==> config.mk <==
export PLATFORM = sky130hd
export DESIGN_NAME = lsu_mem_ctrl
export DESIGN_NICKNAME = d
export VERILOG_FILES = /design/src/rtl/lsu_mem_ctrl.sv
export SDC_FILE = /design/constraint.sdc
export NUM_CORES = 1
export LEC_CHECK = 0
export BUFFER_PORTS_ARGS = -buffer_cell sky130_fd_sc_hd__buf_2
export CORE_UTILIZATION = 45
export DETAILED_ROUTE_END_ITERATION = 8
export PLACE_DENSITY_LB_ADDON = 0.1
export REMOVE_ABC_BUFFERS = 1
export SLEW_MARGIN = 20
export SYNTH_ARGS = -nofsm -noshare
export SYNTH_HDL_FRONTEND = slang
export SYNTH_SLANG_ARGS = --single-unit
export TNS_END_PERCENT = 5
==> constraint.sdc <==
create_clock -name clk -period 2.38 [get_ports clk]
set_clock_uncertainty 0.2 [all_clocks]
set_input_delay 0.476 -clock clk [delete_from_list [all_inputs] [get_ports clk]]
set_output_delay 0.476 -clock clk [all_outputs]
set_load 0.01 [all_outputs]
==> src/rtl/lsu_mem_ctrl.sv <==
// RV32I MEM-stage load/store unit: one req/gnt/rvalid data-bus transaction per access,
// byte-lane steering for stores, lane extraction and sign/zero extension for loads.
module lsu_mem_ctrl #(
  parameter int TIMEOUT_CYCLES = 64
) (
  input  logic        clk,
  input  logic        rst,
  input  logic        op_valid,
  input  logic        mem_read,
  input  logic        mem_write,
  input  logic [31:0] addr,
  input  logic [31:0] store_data,
  input  logic [2:0]  Load_type,
  input  logic [1:0]  Store_type,
  output logic        stall,
  output logic        done,
  output logic [31:0] load_data,
  output logic        misaligned,
  output logic        bus_err,
  output logic        mem_req,
  output logic        mem_we,
  output logic [31:0] mem_addr,
  output logic [3:0]  mem_be,
  output logic [31:0] mem_wdata,
  input  logic        mem_gnt,
  input  logic        mem_rvalid,
  input  logic [31:0] mem_rdata
);

  localparam int CNT_W = $clog2(TIMEOUT_CYCLES + 1);
  localparam logic [CNT_W-1:0] CNT_LAST = CNT_W'(TIMEOUT_CYCLES - 1);

  typedef enum logic [1:0] {S_IDLE, S_REQ, S_WAIT, S_DONE} state_t;

  // Access size code: 2 = word, 1 = half, 0 = byte. Unused encodings fall back to word.
  function automatic logic [1:0] size_of(input logic is_st, input logic [1:0] st,
                                         input logic [2:0] lt);
    logic [1:0] sz;
    sz = 2'd2;
    if (is_st) begin
      case (st)
        2'b01:   sz = 2'd1;
        2'b10:   sz = 2'd0;
        default: sz = 2'd2;
      endcase
    end else begin
      case (lt)
        3'b001, 3'b011: sz = 2'd1;
        3'b010, 3'b111: sz = 2'd0;
        default:        sz = 2'd2;
      endcase
    end
    return sz;
  endfunction

  function automatic logic is_aligned(input logic [1:0] sz, input logic [1:0] ofs);
    return (sz == 2'd2) ? (ofs == 2'b00) : (sz == 2'd1) ? !ofs[0] : 1'b1;
  endfunction

  function automatic logic [3:0] byte_en(input logic [1:0] sz, input logic [1:0] ofs);
    return (sz == 2'd2) ? 4'b1111 : (sz == 2'd1) ? (4'b0011 << ofs) : (4'b0001 << ofs);
  endfunction

  function automatic logic [31:0] lanes(input logic [1:0] sz, input logic [31:0] sd);
    return (sz == 2'd2) ? sd : (sz == 2'd1) ? {2{sd[15:0]}} : {4{sd[7:0]}};
  endfunction

  function automatic logic [31:0] extract(input logic [2:0] lt, input logic [1:0] ofs,
                                          input logic [31:0] rd);
    logic [31:0] lane;
    logic [31:0] res;
    lane = rd >> {ofs, 3'b000};
    case (lt)
      3'b001:  res = {{16{lane[15]}}, lane[15:0]};
      3'b010:  res = {{24{lane[7]}}, lane[7:0]};
      3'b011:  res = {16'h0000, lane[15:0]};
      3'b111:  res = {24'h000000, lane[7:0]};
      default: res = rd;
    endcase
    return res;
  endfunction

  state_t            state, state_nxt;
  logic [CNT_W-1:0]  cnt;
  logic [31:0]       addr_p0;
  logic              we_p0;
  logic [2:0]        lt_p0;
  logic [3:0]        be_p0;
  logic [31:0]       wdata_p0;
  logic              err_p0;

  logic              op, latch, capture, abort, timeout;
  logic [1:0]        cur_size;

  assign op       = op_valid & (mem_read | mem_write);
  assign cur_size = size_of(mem_write, Store_type, Load_type);
  assign timeout  = (cnt == CNT_LAST);

  always_comb begin
    state_nxt  = state;
    stall      = 1'b0;
    done       = 1'b0;
    misaligned = 1'b0;
    bus_err    = 1'b0;
    mem_req    = 1'b0;
    latch      = 1'b0;
    capture    = 1'b0;
    abort      = 1'b0;
    case (state)
      S_IDLE: begin
        if (op && !rst) begin
          if (is_aligned(cur_size, addr[1:0])) begin
            stall     = 1'b1;
            latch     = 1'b1;
            state_nxt = S_REQ;
          end else begin
            misaligned = 1'b1;
          end
        end
      end
      S_REQ: begin
        mem_req = 1'b1;
        stall   = 1'b1;
        if (mem_gnt) begin
          if (we_p0) begin
            state_nxt = S_DONE;
          end else if (mem_rvalid) begin
            capture   = 1'b1;
            state_nxt = S_DONE;
          end else begin
            state_nxt = S_WAIT;
          end
        end else if (timeout) begin
          abort     = 1'b1;
          state_nxt = S_DONE;
        end
      end
      S_WAIT: begin
        stall = 1'b1;
        if (mem_rvalid) begin
          capture   = 1'b1;
          state_nxt = S_DONE;
        end else if (timeout) begin
          abort     = 1'b1;
          state_nxt = S_DONE;
        end
      end
      default: begin
        done      = 1'b1;
        bus_err   = err_p0;
        state_nxt = S_IDLE;
      end
    endcase
  end

  // Bus fields come only from the latched op, and read as zero whenever no request is out.
  assign mem_we    = mem_req & we_p0;
  assign mem_addr  = mem_req ? {addr_p0[31:2], 2'b00} : 32'h0;
  assign mem_be    = mem_req ? be_p0 : 4'h0;
  assign mem_wdata = mem_req ? wdata_p0 : 32'h0;

  always_ff @(posedge clk) begin
    if (rst) begin
      state     <= S_IDLE;
      cnt       <= '0;
      addr_p0   <= 32'h0;
      we_p0     <= 1'b0;
      lt_p0     <= 3'b000;
      be_p0     <= 4'h0;
      wdata_p0  <= 32'h0;
      err_p0    <= 1'b0;
      load_data <= 32'h0;
    end else begin
      state <= state_nxt;
      if (latch) begin
        addr_p0  <= addr;
        we_p0    <= mem_write;
        lt_p0    <= Load_type;
        be_p0    <= mem_write ? byte_en(cur_size, addr[1:0]) : 4'b1111;
        wdata_p0 <= mem_write ? lanes(cur_size, store_data) : 32'h0;
        err_p0   <= 1'b0;
        cnt      <= '0;
      end else if (state == S_REQ || state == S_WAIT) begin
        cnt <= cnt + 1'b1;
      end
      if (capture)
        load_data <= extract(lt_p0, addr_p0[1:0], mem_rdata);
      // A timed-out load still reports a defined (zero) result alongside bus_err.
      if (abort) begin
        err_p0 <= 1'b1;
        if (!we_p0)
          load_data <= 32'h0;
      end
    end
  end

endmodule

# == Yosys cells after proc, flatten, opt, wreduce, memory -nomap -nowiden ==
# Cells that the tools add are included.
# totals
reg_bits,114
input_bits,108
out_inout_bits,106
word_cells,92
# classes
addsub,1
n_eq_ne,17
shifts,3
n_mux,46
bitwise,3
reduce_logical,13
# op_table
operator,count
32-bit 2-to-1 mux,8
32-bit case mux with 4 select lines,1
32-bit by 5-bit right shift with 16-bit output,1
1-bit 2-to-1 mux,21
4-bit 2-to-1 mux,4
3-bit by 2-bit equality test with 1-bit output (second input constant),4
2-bit 2-to-1 mux,6
2-bit case mux with 2 select lines,2
2-bit OR reduction,4
7-bit by 1-bit adder with 7-bit output (second input constant),1
7-bit by 6-bit equality test with 1-bit output (second input constant),1
2-bit by 1-bit equality test with 1-bit output (second input constant),3
2-bit equality test (second input constant),3
3-bit by 1-bit equality test with 1-bit output (second input constant),2
3-bit equality test (second input constant),2
1-bit case mux with 2 select lines,3
2-bit case mux with 3 select lines,1
2-bit logical NOT,2
2-bit != test (second input constant),2
1-bit by 2-bit << shifter with 4-bit output (first input constant),1
2-bit by 2-bit << shifter with 4-bit output (first input constant),1
3-bit OR reduction,1
1-bit bitwise AND,2
1-bit logical NOT,2
5 further kinds,5

# == Logic depth before layout (Yosys ltp) ==
# logic_depth
word_depth,12
depth_mapped,9

# == Worst setup path before layout ==
# OpenSTA, ideal clock, no wires.
# synth_path
path_type,input-to-output
start,input Store_type[1]
end,output stall
arrival_ps,1915
slack_ps,-211
path_stages,9
path_buffers,2
path_cell_list,inv_1 -> ha_1 -> xnor2_1 -> a32oi_1 -> a311oi_1 -> buf_4 -> buf_2 -> nor2_1 -> nor2_1
# synth_via
elab_chain_len,9
word_cells_on_any_way,11
cone_classes,eq/ne (4); mux (7)
# synth_rtl
item,line_no,text
from (decl),14,"input logic [1:0] Store_type,"
2-bit equality test / 2-bit by 1-bit equality test with 1-bit output (equally long branches),41,case (st)
2-bit case mux with 2 select lines (*),41,
2-bit 2-to-1 mux (*),40,if (is_st) begin
2-bit by 1-bit equality test with 1-bit output,57,return (sz == 2'd2) ? (ofs == 2'b00) : (sz == 2'd1) ? !ofs[0] : 1'b1;
1-bit 2-to-1 mux,57,
1-bit 2-to-1 mux (*),57,
1-bit 2-to-1 mux (*),112,"if (is_aligned(cur_size, addr[1:0])) begin"
1-bit 2-to-1 mux (*),111,if (op && !rst) begin
1-bit case mux with 2 select lines (*),109,case (state)
to (decl),15,"output logic stall,"
# Mark *: on every way between the ends. The rest lies on a longest branch, timed or not.

# == Worst setup path in the final report ==
# layout_path
start,input Store_type[0]
end,output stall
# The elaborated chain is that of the path after synthesis.

==> flow_summary.yaml <==
global_routing:
  use_met2_pct: 40.7
  grt_usage_pct: 25.9
  antenna_found_initial: 1
  grt_use_met1_pct: 31.3
  grt_pass1_vias: 5477
  grt_overflow: 0
  grt_first_pass_wirelength_mm: 26.4
  busiest_layer: "met2"
  use_met3_pct: 9.35
  grt_start_max_net_pins: 72
clocking:
  cts-root-buf: "clkbuf_16"
  cts.sinks: 114
  numCtsBuffers: 17
  cts_max_path_buffers: 2
  ctsHoldBuffers: 0
  htreeDepth: 4
  cts_tree: "built"
  clk_pin_slew_ns: 0.05
  clk_latency_ns: 0.41
route:
  drt-wirelength-per-cell_um: 15.5
  dr.first_iter.drc_count: 314
  num_vias: 5632
  detail-route-antenna-nets: 0
  vias_per_cell: 5.36
  dr.pass1.iters: 5
  routed_wl_mm: 16.3
  drc_errors: 0
status:
  violations: "negative setup slack"
  outcome: "finished, violations left"
cells_and_area:
  fill_cells: 1038
  final_common_cell: "buf_2"
  fin_area_mm2: 0.00805
  fin_nets: 983
  layout-drive-gt1-share_pct: 38.3
  final_cell_mix: "buf_2, dfxtp_1, nor2_1, and2_1, buf_4"
  areaGrowthSynthToFinish_pct: 42.9
floorplan:
  die-area_mm2: 0.0130
  start_util_pct: 46.5
  rows: 40
  coreArea_mm2: 0.0121
  ios: 214
  die_h_um: 114
  die_w_um: 114
placed_design:
  place_hpwl_mm: 11.5
  pre_cts_slack_ns: -0.502
  gp_congestion: 0.809
  portBuffers: 211
  dpl_cell_area_mm2: 0.00716
setup_path:
  critical_path_buf_inv_count: 2
  worstRegToRegCells: 7
  crit_fanout: 3
  crit_type: "in2out"
  worstSetupEndpoint: "stall"
  cp.depth: 8
  crit_top_cell: "nor2_1"
  path_delay_family: "compound AO/OA/AOI/OAI gates"
  cp_slowest_stage_delay_ns: 0.31
  r2r_slack_ns: 0.20
  path_cells: "buf_6 -> ha_4 -> xnor2_4 -> a32oi_2 -> a311oi_4 -> nor2_1 -> nor2_1 -> buf_2"
  startpoint: "Store_type[0]"
  required_ns: 1.70
  slowest_stage: "ha_4"
  r2r_start: "state[1]$_SDFFE_PP0P_"
  cp.arrival_ns: 1.79
  setup.worst_path.start_class: "primary input"
  reg2reg_to: "load_data[30]$_SDFF_PP0_"
  cp-end-kind: "primary output"
sta:
  slew_violations: 0
  setup_viol: 2
  rsz0062_at_grt: "yes"
  hold_violations: 0
  worst_pin_slew_ns: 0.805
  period_minus_slack_ns: 2.47
  setup_ws_ns: -0.0904
  timing.slew.headroom_pct: 46.2
  fin_crit_sh_pct: 104
  fmax_mhz: 405
yosys:
  ys_seq_area_share_pct: 40.5
  syn-cell-area_mm2: 0.00563
  ys_warn_count: 0
  synth_edf_count: 0
  yosysUniqueCellTypes: 58
  avgSynthCellArea_um2: 8.89
  ys_seq_elements: 114
  ys.flop_type: "dfxtp_1"
  syn_inst: 634
  ys_async_sr_fraction_pct: 0
power:
  vdd_drop_max_v: 0.000532
  p_per_area_mw_per_mm2: 846
  power.leakage_nw: 3.60
run:
  cap_viol_max_count: 0
min_path:
  hold_path_class: "in2reg"
==> layer usage <==
layer  vias to the layer above  routed length [um]
met5                         -                   0
met4                         0                 445
met3                        37                1270
met2                       218                7720
met1                      2653                6830
li1                       2724                   -
==> report_power, final <==
group          internal [mW]  switching, mW
Combinational          0.703          0.868
Sequential              2.08          0.110
Clock                   2.18          0.871
Total                   4.96           1.85
==> worst min-delay path by stage <==
stage                         startpoint                        end  slack, ns  cells after the start
2_1_floorplan        err_p0$_SDFFE_PP0P_        err_p0$_SDFFE_PP0P_       0.22                      1
3_3_place_gp    load_data[20]$_SDFF_PP0_   load_data[20]$_SDFF_PP0_       0.23                      2
3_5_place_dp   wdata_p0[23]$_SDFFE_PP0P_  wdata_p0[23]$_SDFFE_PP0P_       0.24                      1
4_1_cts                          addr[7]    addr_p0[7]$_SDFFE_PP0P_       0.09                      3
5_1_grt                          addr[6]    addr_p0[6]$_SDFFE_PP0P_       0.09                      3
6_report                        addr[21]   addr_p0[21]$_SDFFE_PP0P_        0.1                      3
==> synthesized netlist by cell type (3+ instances only) <==
cell type | n | share of area, %
dfxtp_1 | 114 | 41
nor2_1 | 95 | 6.3
and2_1 | 68 | 7.6
mux2i_1 | 42 | 7.5
nand2_1 | 30 | 2.0
clkbuf_1 | 27 | 1.8
o2bb2ai_1 | 25 | 3.9
a21oi_1 | 21 | 1.9
mux2_2 | 16 | 3.2
o21ai_0 | 16 | 1.4
a221oi_1 | 15 | 2.3
a22o_1 | 15 | 2.3
nor3_1 | 13 | 1.2
buf_2 | 11 | 0.98
o21ai_1 | 11 | 0.98
o21a_1 | 9 | 1.2
a22oi_1 | 8 | 1.1
inv_1 | 8 | 0.53
o32ai_1 | 8 | 1.2
buf_4 | 7 | 0.93
ha_1 | 7 | 1.6
nand2b_1 | 6 | 0.67
nor2b_1 | 6 | 0.67
nand4_1 | 4 | 0.44
o31ai_1 | 4 | 0.53
xnor2_1 | 4 | 0.62
a211oi_1 | 3 | 0.40
maj3_1 | 3 | 0.53
xor2_1 | 3 | 0.47
==> tightest hold or removal path, delay by kind of cell <==
kind | cells | cell delay [ns]
multiplexers | 1 | 0.05
AND/OR/NAND/NOR | 1 | 0.07
buffers and inverters | 1 | 0.08
==> through the flow <==
step | util, % | std cells | total power [mW] | hold slack, ns | TNS (ns)
after floorplan | - | 588 | 3.05 | 0.224 | -368.72
after global placement | 59.1 | 1016 | 3.64 | 0.234 | -20.14
after detailed placement | 59.1 | 1016 | 3.67 | 0.239 | -25.91
after CTS | 66.0 | 1049 | 6.83 | 0.0865 | -0.106
after global routing | 66.4 | 1049 | 7.13 | 0.0908 | -0.328
final | 66.5 | 1050 | 6.81 | 0.0982 | -0.156
==> repair_timing <==
item	4_1_cts	5_1_grt
cloned	0	0
gates resized for setup	23	15
setup endpoints to repair	100	28
pin swaps	9	8
setup buffers	2	0
==> kinds of logic after synthesis <==
group,after synthesis,share of synthesized area [%]
and+or+nand+nor,233,20.5
AOI/OAI and AO/OA,153,20.0
DFF,114,40.5
muxes,59,11.1
buffers and inverters,57,4.64
adders and majority gates,10,2.09
xor gates and xnor gates,7,1.09
other,1,0.0666
==> registers in the layout, indices dropped and copies added, names as in the netlist <==
name,cells
err_p0,1
addr_p0,32
load_data,32
state,2
cnt,7
wdata_p0,32
lt_p0,3
be_p0,4
we_p0,1
==> final cells by class <==
class | instances | area (um^2) | share of cell area, %
Antenna cell | 1 | 2.50 | 0.0311
Clock inverter | 9 | 223 | 2.77
Sequential cell | 114 | 2280 | 28.4
Tap cell | 168 | 210 | 2.61
Inverter | 10 | 40.0 | 0.497
Clock buffer | 23 | 488 | 6.06
Multi-Input combinational cell | 464 | 3270 | 40.6
Timing Repair Buffer | 261 | 1540 | 19.1
Note: power is estimated with default switching activity, not from simulation.
